==> config.mk <==
export PLATFORM = sky130hd
export DESIGN_NAME = baw_game_ctrl
export DESIGN_NICKNAME = d
export VERILOG_FILES = /design/src/rtl/baw_game_ctrl.sv
export SDC_FILE = /design/constraint.sdc
export NUM_CORES = 1
export LEC_CHECK = 0
export ABC_AREA = 1
export ABC_CLOCK_PERIOD_IN_PS = 1800
export CAP_MARGIN = 15
export CORE_ASPECT_RATIO = 1.4
export CORE_MARGIN = 2
export CORE_UTILIZATION = 48
export DETAILED_ROUTE_END_ITERATION = 10
export PLACE_DENSITY_LB_ADDON = 0.05
export SKIP_CTS_REPAIR_TIMING = 1
export SYNTH_ARGS = -nofsm -noshare
export SYNTH_HDL_FRONTEND = slang
export SYNTH_SLANG_ARGS = --single-unit
==> constraint.sdc <==
create_clock -name clk -period 1.8 [get_ports clk]
set_clock_uncertainty 0.05 [all_clocks]
set_input_delay 0.18 -clock clk [delete_from_list [all_inputs] [get_ports clk]]
set_output_delay 0.18 -clock clk [all_outputs]
set_load 0.1 [all_outputs]
==> src/rtl/baw_game_ctrl.sv <==
`default_nettype none
// ============================================================================
// Module   : baw_game_ctrl
// Purpose  : Game controller for the two-player Black-and-White card game.
//            Owns the game FSM, per-player remaining-card inventories and
//            colour counts, committed hand cards, round/score counters and
//            the match/game results. Button inputs are level signals; the
//            controller edge-detects them internally.
// Revision : 1.0 - initial release
// ----------------------------------------------------------------------------
// Parameters
//   NUM_CARDS  - cards per player, values 1..NUM_CARDS (odd = black, even = white)
//   ROUNDS     - maximum rounds per game (<= NUM_CARDS)
//   WIN_TARGET - score that ends the game early
// Ports
//   clk, reset_n            - clock (rising edge), asynchronous active-low reset
//   btn_center              - rising edge: start game / resolve match
//   btn_top                 - rising edge: advance / commit selection
//   btn_bottom              - rising edge: abort to IDLE (any state)
//   btn_left / btn_right    - rising edge: enter P1 / P2 card selection
//   sel[NUM_CARDS-1:0]      - card select switches, bit k selects value k+1
//   state[2:0]              - IDLE=0 ROUND=1 BOARD=2 P1_SEL=3 P2_SEL=4 MATCH=5 OVER=6
//   p1_cards / p2_cards     - remaining-card masks
//   p*_black_left/white_left- remaining cards per colour
//   p*_hand_black           - colour of committed hand card
//   p*_committed            - player has committed a card this round
//   round, p1_score, p2_score - rounds completed and scores
//   match_result, game_result - 00 none, 01 P1, 10 P2, 11 draw
//   sel_err                 - one-cycle pulse on a rejected commit
// Configuration
//   BAW_BTN_SYNC_EN - when defined, btn_* and sel pass through 2-flop
//                     synchronisers before edge detection (3-cycle latency).
// ============================================================================
module baw_game_ctrl #(
  parameter int NUM_CARDS  = 9,
  parameter int ROUNDS     = 9,
  parameter int WIN_TARGET = 5,
  localparam int CW = $clog2(NUM_CARDS + 1),
  localparam int RW = $clog2(ROUNDS + 1)
) (
  input  logic                 clk,
  input  logic                 reset_n,
  input  logic                 btn_center,
  input  logic                 btn_top,
  input  logic                 btn_bottom,
  input  logic                 btn_left,
  input  logic                 btn_right,
  input  logic [NUM_CARDS-1:0] sel,
  output logic [2:0]           state,
  output logic [NUM_CARDS-1:0] p1_cards,
  output logic [NUM_CARDS-1:0] p2_cards,
  output logic [CW-1:0]        p1_black_left,
  output logic [CW-1:0]        p1_white_left,
  output logic [CW-1:0]        p2_black_left,
  output logic [CW-1:0]        p2_white_left,
  output logic                 p1_hand_black,
  output logic                 p2_hand_black,
  output logic                 p1_committed,
  output logic                 p2_committed,
  output logic [RW-1:0]        round,
  output logic [RW-1:0]        p1_score,
  output logic [RW-1:0]        p2_score,
  output logic [1:0]           match_result,
  output logic [1:0]           game_result,
  output logic                 sel_err
);

  typedef enum logic [2:0] {
    S_IDLE   = 3'd0,
    S_ROUND  = 3'd1,
    S_BOARD  = 3'd2,
    S_P1_SEL = 3'd3,
    S_P2_SEL = 3'd4,
    S_MATCH  = 3'd5,
    S_OVER   = 3'd6
  } state_t;

  localparam logic [NUM_CARDS-1:0] C_ALL_CARDS  = {NUM_CARDS{1'b1}};
  localparam logic [NUM_CARDS-1:0] C_SEL_ONE    = NUM_CARDS'(1);
  localparam logic [CW-1:0]        C_BLACK_INIT = CW'((NUM_CARDS + 1) / 2);
  localparam logic [CW-1:0]        C_WHITE_INIT = CW'(NUM_CARDS / 2);
  localparam logic [RW-1:0]        C_ROUND_MAX  = RW'(ROUNDS);
  localparam logic [RW-1:0]        C_WIN        = RW'(WIN_TARGET);
  localparam logic [RW-1:0]        C_SCORE_MAX  = {RW{1'b1}};

  localparam logic [1:0] C_RES_NONE = 2'b00;
  localparam logic [1:0] C_RES_P1   = 2'b01;
  localparam logic [1:0] C_RES_P2   = 2'b10;
  localparam logic [1:0] C_RES_DRAW = 2'b11;

  // Button vector order: {bottom, center, top, left, right}
  logic [4:0]           w_btn_in;
  logic [NUM_CARDS-1:0] w_sel_in;

`ifdef BAW_BTN_SYNC_EN
  logic [4:0]           r_btn_s1;
  logic [4:0]           r_btn_s2;
  logic [NUM_CARDS-1:0] r_sel_s1;
  logic [NUM_CARDS-1:0] r_sel_s2;

  always_ff @(posedge clk or negedge reset_n) begin
    if (!reset_n) begin
      r_btn_s1 <= '0;
      r_btn_s2 <= '0;
      r_sel_s1 <= '0;
      r_sel_s2 <= '0;
    end else begin
      r_btn_s1 <= {btn_bottom, btn_center, btn_top, btn_left, btn_right};
      r_btn_s2 <= r_btn_s1;
      r_sel_s1 <= sel;
      r_sel_s2 <= r_sel_s1;
    end
  end

  assign w_btn_in = r_btn_s2;
  assign w_sel_in = r_sel_s2;
`else
  assign w_btn_in = {btn_bottom, btn_center, btn_top, btn_left, btn_right};
  assign w_sel_in = sel;
`endif

  // Registered rising-edge detect; the FSM acts on r_edge one cycle later.
  logic [4:0] r_btn_q;
  logic [4:0] r_edge;

  always_ff @(posedge clk or negedge reset_n) begin
    if (!reset_n) begin
      r_btn_q <= '0;
      r_edge  <= '0;
    end else begin
      r_btn_q <= w_btn_in;
      r_edge  <= w_btn_in & ~r_btn_q;
    end
  end

  // Only the highest-priority edge is acted on in a given cycle.
  logic w_ev_bottom;
  logic w_ev_center;
  logic w_ev_top;
  logic w_ev_left;
  logic w_ev_right;

  assign w_ev_bottom = r_edge[4];
  assign w_ev_center = r_edge[3] & ~r_edge[4];
  assign w_ev_top    = r_edge[2] & ~(|r_edge[4:3]);
  assign w_ev_left   = r_edge[1] & ~(|r_edge[4:2]);
  assign w_ev_right  = r_edge[0] & ~(|r_edge[4:1]);

  // Selected card value and colour; meaningful only when sel is one-hot.
  logic [CW-1:0] w_sel_val;
  logic          w_sel_onehot;
  logic          w_sel_black;
  logic          w_accept_p1;
  logic          w_accept_p2;

  always_comb begin
    w_sel_val = '0;
    for (int k = 0; k < NUM_CARDS; k++) begin
      if (w_sel_in[k]) begin
        w_sel_val = CW'(k + 1);
      end
    end
  end

  assign w_sel_onehot = (w_sel_in != '0) && ((w_sel_in & (w_sel_in - C_SEL_ONE)) == '0);
  assign w_sel_black  = w_sel_val[0];
  assign w_accept_p1  = w_sel_onehot && ((w_sel_in & p1_cards) != '0);
  assign w_accept_p2  = w_sel_onehot && ((w_sel_in & p2_cards) != '0);

  // Committed hand values, kept internally for the match comparison.
  logic [CW-1:0] r_p1_hand;
  logic [CW-1:0] r_p2_hand;
  state_t        r_state;

  assign state = r_state;

  always_ff @(posedge clk or negedge reset_n) begin
    if (!reset_n) begin
      r_state       <= S_IDLE;
      p1_cards      <= C_ALL_CARDS;
      p2_cards      <= C_ALL_CARDS;
      p1_black_left <= C_BLACK_INIT;
      p1_white_left <= C_WHITE_INIT;
      p2_black_left <= C_BLACK_INIT;
      p2_white_left <= C_WHITE_INIT;
      r_p1_hand     <= '0;
      r_p2_hand     <= '0;
      p1_hand_black <= 1'b0;
      p2_hand_black <= 1'b0;
      p1_committed  <= 1'b0;
      p2_committed  <= 1'b0;
      round         <= '0;
      p1_score      <= '0;
      p2_score      <= '0;
      match_result  <= C_RES_NONE;
      game_result   <= C_RES_NONE;
      sel_err       <= 1'b0;
    end else begin
      sel_err <= 1'b0;
      if (w_ev_bottom) begin
        // Abort: returning to IDLE restores the full reset picture.
        r_state       <= S_IDLE;
        p1_cards      <= C_ALL_CARDS;
        p2_cards      <= C_ALL_CARDS;
        p1_black_left <= C_BLACK_INIT;
        p1_white_left <= C_WHITE_INIT;
        p2_black_left <= C_BLACK_INIT;
        p2_white_left <= C_WHITE_INIT;
        r_p1_hand     <= '0;
        r_p2_hand     <= '0;
        p1_hand_black <= 1'b0;
        p2_hand_black <= 1'b0;
        p1_committed  <= 1'b0;
        p2_committed  <= 1'b0;
        round         <= '0;
        p1_score      <= '0;
        p2_score      <= '0;
        match_result  <= C_RES_NONE;
        game_result   <= C_RES_NONE;
      end else begin
        case (r_state)
          S_IDLE: begin
            if (w_ev_center) r_state <= S_ROUND;
          end

          S_ROUND: begin
            if (w_ev_top) r_state <= S_BOARD;
          end

          S_BOARD: begin
            if (w_ev_center && p1_committed && p2_committed) begin
              // Resolve the match on the transition into MATCH.
              if (r_p1_hand > r_p2_hand) begin
                match_result <= C_RES_P1;
                if (p1_score != C_SCORE_MAX) p1_score <= p1_score + RW'(1);
              end else if (r_p2_hand > r_p1_hand) begin
                match_result <= C_RES_P2;
                if (p2_score != C_SCORE_MAX) p2_score <= p2_score + RW'(1);
              end else begin
                match_result <= C_RES_DRAW;
              end
              if (round != C_ROUND_MAX) round <= round + RW'(1);
              p1_committed <= 1'b0;
              p2_committed <= 1'b0;
              r_state      <= S_MATCH;
            end else if (w_ev_left && !p1_committed) begin
              r_state <= S_P1_SEL;
            end else if (w_ev_right && !p2_committed) begin
              r_state <= S_P2_SEL;
            end
          end

          S_P1_SEL: begin
            if (w_ev_top) begin
              if (w_accept_p1) begin
                p1_cards      <= p1_cards & ~w_sel_in;
                r_p1_hand     <= w_sel_val;
                p1_hand_black <= w_sel_black;
                if (w_sel_black) begin
                  if (p1_black_left != '0) p1_black_left <= p1_black_left - CW'(1);
                end else begin
                  if (p1_white_left != '0) p1_white_left <= p1_white_left - CW'(1);
                end
                p1_committed <= 1'b1;
                r_state      <= S_BOARD;
              end else begin
                sel_err <= 1'b1;
              end
            end
          end

          S_P2_SEL: begin
            if (w_ev_top) begin
              if (w_accept_p2) begin
                p2_cards      <= p2_cards & ~w_sel_in;
                r_p2_hand     <= w_sel_val;
                p2_hand_black <= w_sel_black;
                if (w_sel_black) begin
                  if (p2_black_left != '0) p2_black_left <= p2_black_left - CW'(1);
                end else begin
                  if (p2_white_left != '0) p2_white_left <= p2_white_left - CW'(1);
                end
                p2_committed <= 1'b1;
                r_state      <= S_BOARD;
              end else begin
                sel_err <= 1'b1;
              end
            end
          end

          S_MATCH: begin
            if (w_ev_top) begin
              if ((round == C_ROUND_MAX) || (p1_score == C_WIN) || (p2_score == C_WIN)) begin
                if (p1_score > p2_score) begin
                  game_result <= C_RES_P1;
                end else if (p2_score > p1_score) begin
                  game_result <= C_RES_P2;
                end else begin
                  game_result <= C_RES_DRAW;
                end
                r_state <= S_OVER;
              end else begin
                match_result <= C_RES_NONE;
                r_state      <= S_ROUND;
              end
            end
          end

          S_OVER: begin
            // Terminal until an abort.
          end

          default: begin
            r_state <= S_IDLE;
          end
        endcase
      end
    end
  end

endmodule
`default_nettype wire

# Word-level counts from Yosys, hierarchy flattened
# Index checks and enable logic that the tools add are counted.
# W data, S select, Z words.
[op_classes]
n_addsub = 8
bitwise_logic = 16
muxes = 113
n_eq_ne = 25
n_reduce_logical = 59
order_cmp = 4
[op_table]
columns = ["cell", "n"]
rows = [
  ["$mux W4", 55],
  ["$mux W9", 8],
  ["$and A9 B9 Y9", 5],
  ["$reduce_bool A2 Y1", 19],
  ["$mux W3", 12],
  ["$ne A3 B3 Y1 const B", 9],
  ["$reduce_bool A9 Y1", 3],
  ["$reduce_and A5 Y1", 5],
  ["$mux W1", 23],
  ["$pmux W3 S7", 1],
  ["$mux W2", 10],
  ["$gt A4 B4 Y1", 4],
  ["$reduce_and A4 Y1", 4],
  ["$reduce_bool A4 Y1", 4],
  ["$sub A4 B1 Y4 const B", 4],
  ["$add A4 B1 Y4 const B", 3],
  ["$ne A4 B4 Y1 const B", 3],
  ["$reduce_and A3 Y1", 4],
  ["$eq A3 B3 Y1 const B", 3],
  ["$logic_not A9 Y1", 1],
  ["$not A9 Y9", 1],
  ["$reduce_and A9 Y1", 1],
  ["$reduce_bool A3 Y1", 3],
  ["$sub A9 B1 Y9 const B", 1],
  ["19 further kinds", 39],
]
[totals]
reg_bits = 76
wordCells = 246

# Depth between registers and ports, before layout
# Gate-level depths: netlist (run 1).
[logic_depth]
word_depth = 14
depth_mapped = 14
mapped_depth_nobuf = 14

# Worst setup path after synthesis (run 1)
# OpenSTA, ideal clock, no wires.
[synth_path]
kind = "register to register"
startpoint = "register r_state[1], in the netlist state[1]"
endpoint = "register p2_score[3]"
t_arrival_ns = 2.164
path_stages_with_launch = 8
t_required_ns = 1.626
path_buffers = 0
slack_ns = -0.538
path_cell_list = "dfrtp_1 nand2_1 nor2_1 nand2_1 nor3_2 nand4_1 o21ai_0 nor2_1"
[synth_via]
elab_chain_cells = 3
[synth_rtl]
columns = ["item", "line", "rtl"]
rows = [
  ["from (decl)", "173", "state_t r_state;"],
  ["from (signal assigned)", "179", "r_state <= S_IDLE;"],
  ["from (signal assigned)", "202", "r_state <= S_IDLE;"],
  ["from (signal assigned)", "223", "if (w_ev_center) r_state <= S_ROUND;"],
  ["$eq A3 B2 Y1", "221", "case (r_state)"],
  ["$reduce_bool A2 Y1 (no source line)", "--", ""],
  ["$reduce_and A5 Y1 (no source line)", "--", ""],
  ["to (signal assigned)", "238", "if (p2_score != C_SCORE_MAX) p2_score <= p2_score + RW'(1);"],
  ["to (decl)", "62", "output logic [RW-1:0] p2_score,"],
]
# Every way passes these cells.
# A chain may end at the register's enable or synchronous reset.

# Final worst setup path (run 1)
[layout_path]
startpoint = "register r_state[2], in the netlist state[2]"
endpoint = "register p2_score[1]"
# Same word-level chain as after synthesis.

==> impl_metrics.py, run 1 <==
metrics = {
    "timing": {
        "tightest_slew_ps": 387,
        "max_slew_margin_pct": 74.0,
        "clock.fmax_ghz": 0.548,
        "period_share_pct": 101,
        "setup_tns_ps": -25.7,
        "slew_violations": 0,
        "setup_ws_ps": -25.7,
        "fin_crit_ps": 1830,
        "report.final.setup_viol": 1,
        "hold_viol": 0,
        "rsz0062_at_grt": "yes",
        "whs_ps": 268,
    },
    "cts": {
        "cts_max_path_buffers": 2,
        "htreeDepth": 3,
        "clkTransAtPathRegs_ps": 50,
        "cts_buffers": 9,
        "insertion_delay_ps": 330,
        "clkSinkCount": 74,
        "cts_tree": "built",
        "cts_root_buf": "clkbuf_16",
    },
    "power": {
        "swShare_pct": 48.7,
        "switchingPower_mw": 5.05,
        "power_frac_clock_pct": 18.9,
        "leakagePower_nw": 3.17,
        "p_int_mw": 5.31,
        "p_comb_share_pct": 55.2,
        "ir_drop_mv": 1.31,
        "powerDensity_nw_per_um2": 1570,
        "seq_power_share_pct": 26.0,
    },
    "drt": {
        "dr_wl_met2_mm": 6.53,
        "wl_met1_mm": 4.65,
        "viasPerCell": 5.35,
        "dr_wl_met3_um": 554,
        "initialDrtViolationCount": 271,
        "wl_per_cell_um": 15.5,
        "routed_wl_mm": 12.0,
        "vias": 4126,
        "postRouteAntennaNets": 0,
        "top_layer_used": "met4",
        "first_pass_iters": 5,
        "route.detailed.drc": 0,
    },
    "placed_design": {
        "gp_congestion": 0.976,
        "portBuffers": 73,
        "hpwlAfterDp_mm": 7.99,
        "place_area_um2": 5890,
        "place_inst": 736,
    },
    "die": {
        "initial_core_util_pct": 49.7,
        "die_h_um": 116,
        "die_w_um": 83.8,
        "io-pin-count": 74,
        "core_area_um2": 8610,
        "dieArea_um2": 9690,
        "rows": 40,
    },
    "synth": {
        "synth.avg_cell_area_um2": 8.08,
        "yosysSeqAreaShare_pct": 44.0,
        "synthDistinctLibCells": 44,
        "ys_ff_latch": 74,
        "syn-num-nets": 567,
        "ys_warn_count": 0,
        "synthCells": 529,
        "netlist_area_um2": 4270,
    },
    "critical_path": {
        "crit_fanout": 5,
        "cp.arrival_ps": 2020,
        "worstRegToRegCells": 9,
        "critPathCaptureType": "flop",
        "r2r-start": "state[2]",
        "start_kind": "flop",
        "r2r_setup_slack_ps": -30,
        "reg2reg_to": "p2_score[1]",
        "cp.required_ps": 2000,
        "setup.worst_path.class": "flop to flop",
    },
    "run_status": {
        "outcome": "complete, but fails checks",
        "violations": "negative setup slack",
    },
    "cells_and_area": {
        "layout-drive-gt1-share_pct": 38.6,
        "mostFrequentLayoutCells": "nand2_1, buf_4, inv_1, buf_12, nand3_1",
        "nets": 699,
        "final_area_um2": 6610,
        "antenna_cells": 0,
        "final_common_cell": "nand2_1",
        "fin_cells": 771,
        "syn_to_final_growth_pct": 54.7,
    },
    "global_routing": {
        "grt_pass1_vias": 4046,
        "grt_usage_pct": 23.6,
        "grt_start_max_net_pins": 75,
        "gr-total-overflow": 0,
        "antenna_found_initial": 0,
        "grt_first_pass_wirelength_mm": 18.4,
    },
    "job": {
        "maxCapViolCount": 0,
    },
    "min_path": {
        "holdPathStages": 1,
        "min_path_type": "input pin to flop",
        "min_from": "btn_right",
        "hold_end": "r_btn_q[0]",
    },
}
==> state kept, by name (all words and copies together) (netlist names), 5 cells and up <==
signal and cells:
r_edge 5, p2_cards 9, r_btn_q 5, p1_cards 9
==> metal layers <==
| metal | track usage (%) | vias to the layer above |
|---|---|---|
| met5 | 0 | - |
| met4 | 9.03 | 0 |
| met1 | 28.0 | 1980 |
| met2 | 43.1 | 128 |
| met3 | 3.56 | 25 |
| li1 | - | 1993 |
==> per-stage QoR <==
step / util [%] / worst slack, ps / power [mW]
after floorplan: - / -63.9 / 6.36
after global placement: 68.5 / -360 / 8.05
after detailed placement: 68.5 / -408 / 8.16
after CTS: 72.2 / -141 / 10.1
after global routing: 76.8 / -148 / 10.9
final: 76.8 / -25.7 / 10.4
==> cells in the mapped netlist, drive strengths merged <==
cell	instances	area (um^2)
o21ai	46	283
ha	22	275
nor3b	2	15.0
xor2	3	26.3
or2	6	37.5
o2111ai	1	8.76
o21a	1	7.51
a211oi	1	7.51
xnor2	2	17.5
o221ai	2	17.5
a31oi	1	6.26
o21bai	2	18.8
nand3	45	253
nor3	8	55.1
a41oi	1	8.76
o31ai	3	22.5
dfstp	24	631
inv	62	233
nand4	8	65.1
a21oi	22	110
dfrtp	50	1250
buf	5	40.0
and3	1	6.26
o22ai	1	6.26
nor2	48	200
nand3b	1	7.51
nand2	155	638
clkbuf	5	18.8
a22oi	1	7.51
==> cell type report <==
cell class,count,area (um^2)
fillers,599,2000
clock inverters,2,60.1
inverters,62,240
flip-flops and latches,74,1990
multi-input cells,386,2350
repair buffers,128,1580
well taps,105,131
clock buffers,14,264
==> how the worst max path moves through the flow <==
stage | depth (start not counted) | slack [ps] | to | start
6_report | 9 | -30 | p2_score[1] | state[2]
5_1_grt | 10 | -150 | p2_score[1] | r_p2_hand[1]
4_1_cts | 12 | -140 | p2_white_left[2] | sel[2]
3_5_place_dp | 12 | -410 | p2_white_left[1] | sel[2]
3_3_place_gp | 12 | -360 | p2_black_left[1] | sel[2]
2_1_floorplan | 10 | -60 | p2_score[3] | r_p2_hand[0]
==> worst max-delay path, cell delays in order, from the launching register on <==
cell and delay [ps]:
dfrtp_4 500, inv_6 90, nand2_2 90, nor2_4 140, buf_4 130, nand2_1 90, nor3_4 270, buf_4 170
nor2_2 30, a211oi_2 190
==> logic make-up after synthesis <==
family                   Yosys count  share of synthesized area, %
AO/OA/AOI/OAI                     82                          11.8
adder cells (fa/ha/maj)           22                          6.44
XOR/XNOR                           5                          1.02
AND/OR/NAND/NOR                  274                          29.9
flip-flops                        74                          44.0
buffers and inverters             72                          6.82
==> power groups by stage <==
stage / Sequential [mW] / Combinational [mW] / Clock [mW]
6_report: 2.69 / 5.71 / 1.95
5_1_grt: 2.75 / 6.06 / 2.04
4_1_cts: 2.67 / 5.51 / 1.98
3_5_place_dp: 2.68 / 5.48 / 0
3_3_place_gp: 2.68 / 5.37 / 0
2_1_floorplan: 4.84 / 1.51 / 0
No activity file was read; power rests on OpenSTA's default activity.
==> run 2: changes to the inputs <==
--- a/config.mk
+++ b/config.mk
@@ -10,7 +10,8 @@
 export CAP_MARGIN = 15
 export CORE_ASPECT_RATIO = 1.4
 export CORE_MARGIN = 2
-export CORE_UTILIZATION = 48
+export CORE_UTILIZATION = 50
+export CTS_BUF_LIST = sky130_fd_sc_hd__clkbuf_2 sky130_fd_sc_hd__clkbuf_4 sky130_fd_sc_hd__clkbuf_8
 export DETAILED_ROUTE_END_ITERATION = 10
 export PLACE_DENSITY_LB_ADDON = 0.05
 export SKIP_CTS_REPAIR_TIMING = 1
==> run 2 against run 1 <==
- the flow still finishes with violations (negative setup slack)
- maximum frequency about the same
- largest cell class unchanged
- power decreased by 6.1%
- sequential share of layout area increased by 0.072 points
- critical path depth increased by 2
- wire length decreased by 0.78%
- via count decreased by 0.73%
==> impl_metrics.py, run 2 (synthesis gave the netlist of run 1 again) <==
metrics = {
    "cts": {
        "clkTransAtPathRegs_ps": 70,
        "insertion_delay_ps": 370,
        "htreeDepth": 3,
        "cts_buffers": 9,
        "cts_tree": "built",
        "cts_max_path_buffers": 2,
        "cts_root_buf": "clkbuf_8",
        "clkSinkCount": 74,
    },
    "timing": {
        "setup_ws_ps": -26.8,
        "slew_violations": 0,
        "rsz0062_at_grt": "yes",
        "clock.fmax_ghz": 0.547,
        "tightest_slew_ps": 407,
        "fin_crit_ps": 1830,
        "report.final.setup_viol": 1,
        "max_slew_margin_pct": 72.8,
        "period_share_pct": 101,
        "hold_viol": 0,
    },
    "die": {
        "io-pin-count": 74,
        "core_area_um2": 8250,
        "rows": 39,
        "initial_core_util_pct": 51.8,
        "dieArea_um2": 9310,
        "die_h_um": 113,
        "die_w_um": 82.1,
    },
    "global_routing": {
        "grt_first_pass_wirelength_mm": 18.6,
        "gr-total-overflow": 0,
        "grt_usage_pct": 26.0,
        "grt_start_max_net_pins": 44,
        "grt_pass1_vias": 4026,
        "antenna_found_initial": 0,
    },
    "run_status": {
        "outcome": "complete, but fails checks",
        "violations": "negative setup slack",
    },
    "cells_and_area": {
        "reg.largest.list": "p1_cards (9), p2_cards (9)",
        "layout-drive-gt1-share_pct": 41.2,
        "syn_to_final_growth_pct": 54.2,
        "mostFrequentLayoutCells": "nand2_1, buf_4, inv_1, buf_12, nand3_1",
        "utilization_pct": 79.9,
        "n_fill_cell": 527,
        "antenna_cells": 0,
        "nets": 701,
        "final_common_cell": "nand2_1",
    },
    "critical_path": {
        "setup.worst_path.class": "flop to flop",
        "crit_fanout": 7,
        "cp.required_ps": 2030,
        "cp.arrival_ps": 2060,
        "start_kind": "flop",
        "critPathCaptureType": "flop",
    },
    "placed_design": {
        "hpwlAfterDp_mm": 8.34,
        "portBuffers": 73,
        "gp_congestion": 0.956,
        "pre_cts_ws_ps": -442,
    },
    "drt": {
        "viasPerCell": 5.32,
        "initialDrtViolationCount": 307,
        "route.detailed.drc": 0,
        "wl_per_cell_um": 15.4,
        "postRouteAntennaNets": 0,
        "vias": 4096,
        "routed_wl_mm": 11.9,
        "first_pass_iters": 5,
    },
    "min_path": {
        "min_path_type": "input pin to flop",
    },
    "power": {
        "ir_drop_mv": 1.74,
        "powerDensity_nw_per_um2": 1480,
        "leakagePower_nw": 3.15,
        "p_total_mw": 9.73,
    },
    "job": {
        "maxCapViolCount": 0,
    },
}
## run 2: worst paths after layout
| kind | startpoint | to | slack [ps] | cells past startpoint |
|---|---|---|---|---|
| worst max register to register | r_p2_hand[3] | p1_score[2] | -30 | 11 |
| worst min-delay path | btn_top | r_btn_q[2] | 230 | 1 |
| min in group asynchronous | reset_n | r_p1_hand[0] | 290 | 3 |
| max in group asynchronous | reset_n | p2_cards[6] | 1120 | 3 |
| worst max-delay path | r_p2_hand[3] | p1_score[2] | -30 | 11 |
| worst min register to register | r_btn_q[1] | r_edge[1] | 340 | 1 |
## run 2: layout make-up
cell class | count | area [um^2] | share of cell area, %
multi-input cells | 386 | 2410 | 36.5
repair buffers | 130 | 1650 | 25.0
inverters | 62 | 235 | 3.57
flip-flops and latches | 74 | 1990 | 30.2
clock buffers | 14 | 174 | 2.64
well taps | 102 | 128 | 1.94
clock inverters | 2 | 12.5 | 0.190
## run 2: worst max-delay path, stage by stage, from the launching register on
cell	delay [ps]
dfrtp_1	430
ha_4	240
nand2_1	70
inv_1	60
nand2_1	80
nand2_2	70
buf_4	160
nand2_4	80
o31ai_4	80
nor2_4	220
a21oi_2	80
a21oi_1	120
## run 2: through the flow
step	TNS, ps	hold slack, ps	cell area (um^2)	std cells
6_report	-26.8	230	6590	770
5_1_grt	-1560	217	6590	770
4_1_cts	-889	-251	6180	758
3_5_place_dp	-16710	150	5990	742
3_3_place_gp	-13930	147	5990	742
2_1_floorplan	-63.9	-166	4410	529
## run 2: power breakdown
part           internal (mW)  switching [mW]
sequential              2.15           0.576
clock                  0.621           0.614
combinational           1.93            3.84
## run 2: layer usage
metal  part of all wire [%]  global-route usage [%]
met5                      0                       0
met2                     54                    44.4
met4                    3.1                    12.1
met1                     39                    31.1
met3                    3.8                    4.75
==> run 3: changes to the inputs <==
--- a/config.mk
+++ b/config.mk
@@ -13,6 +13,7 @@
 export CORE_UTILIZATION = 50
 export CTS_BUF_LIST = sky130_fd_sc_hd__clkbuf_2 sky130_fd_sc_hd__clkbuf_4 sky130_fd_sc_hd__clkbuf_8
 export DETAILED_ROUTE_END_ITERATION = 10
+export GPL_TIMING_DRIVEN = 1
 export PLACE_DENSITY_LB_ADDON = 0.05
 export SKIP_CTS_REPAIR_TIMING = 1
 export SYNTH_ARGS = -nofsm -noshare
==> results of run 3 <==
Final layout, timing and power as in run 2 (identical DEF).
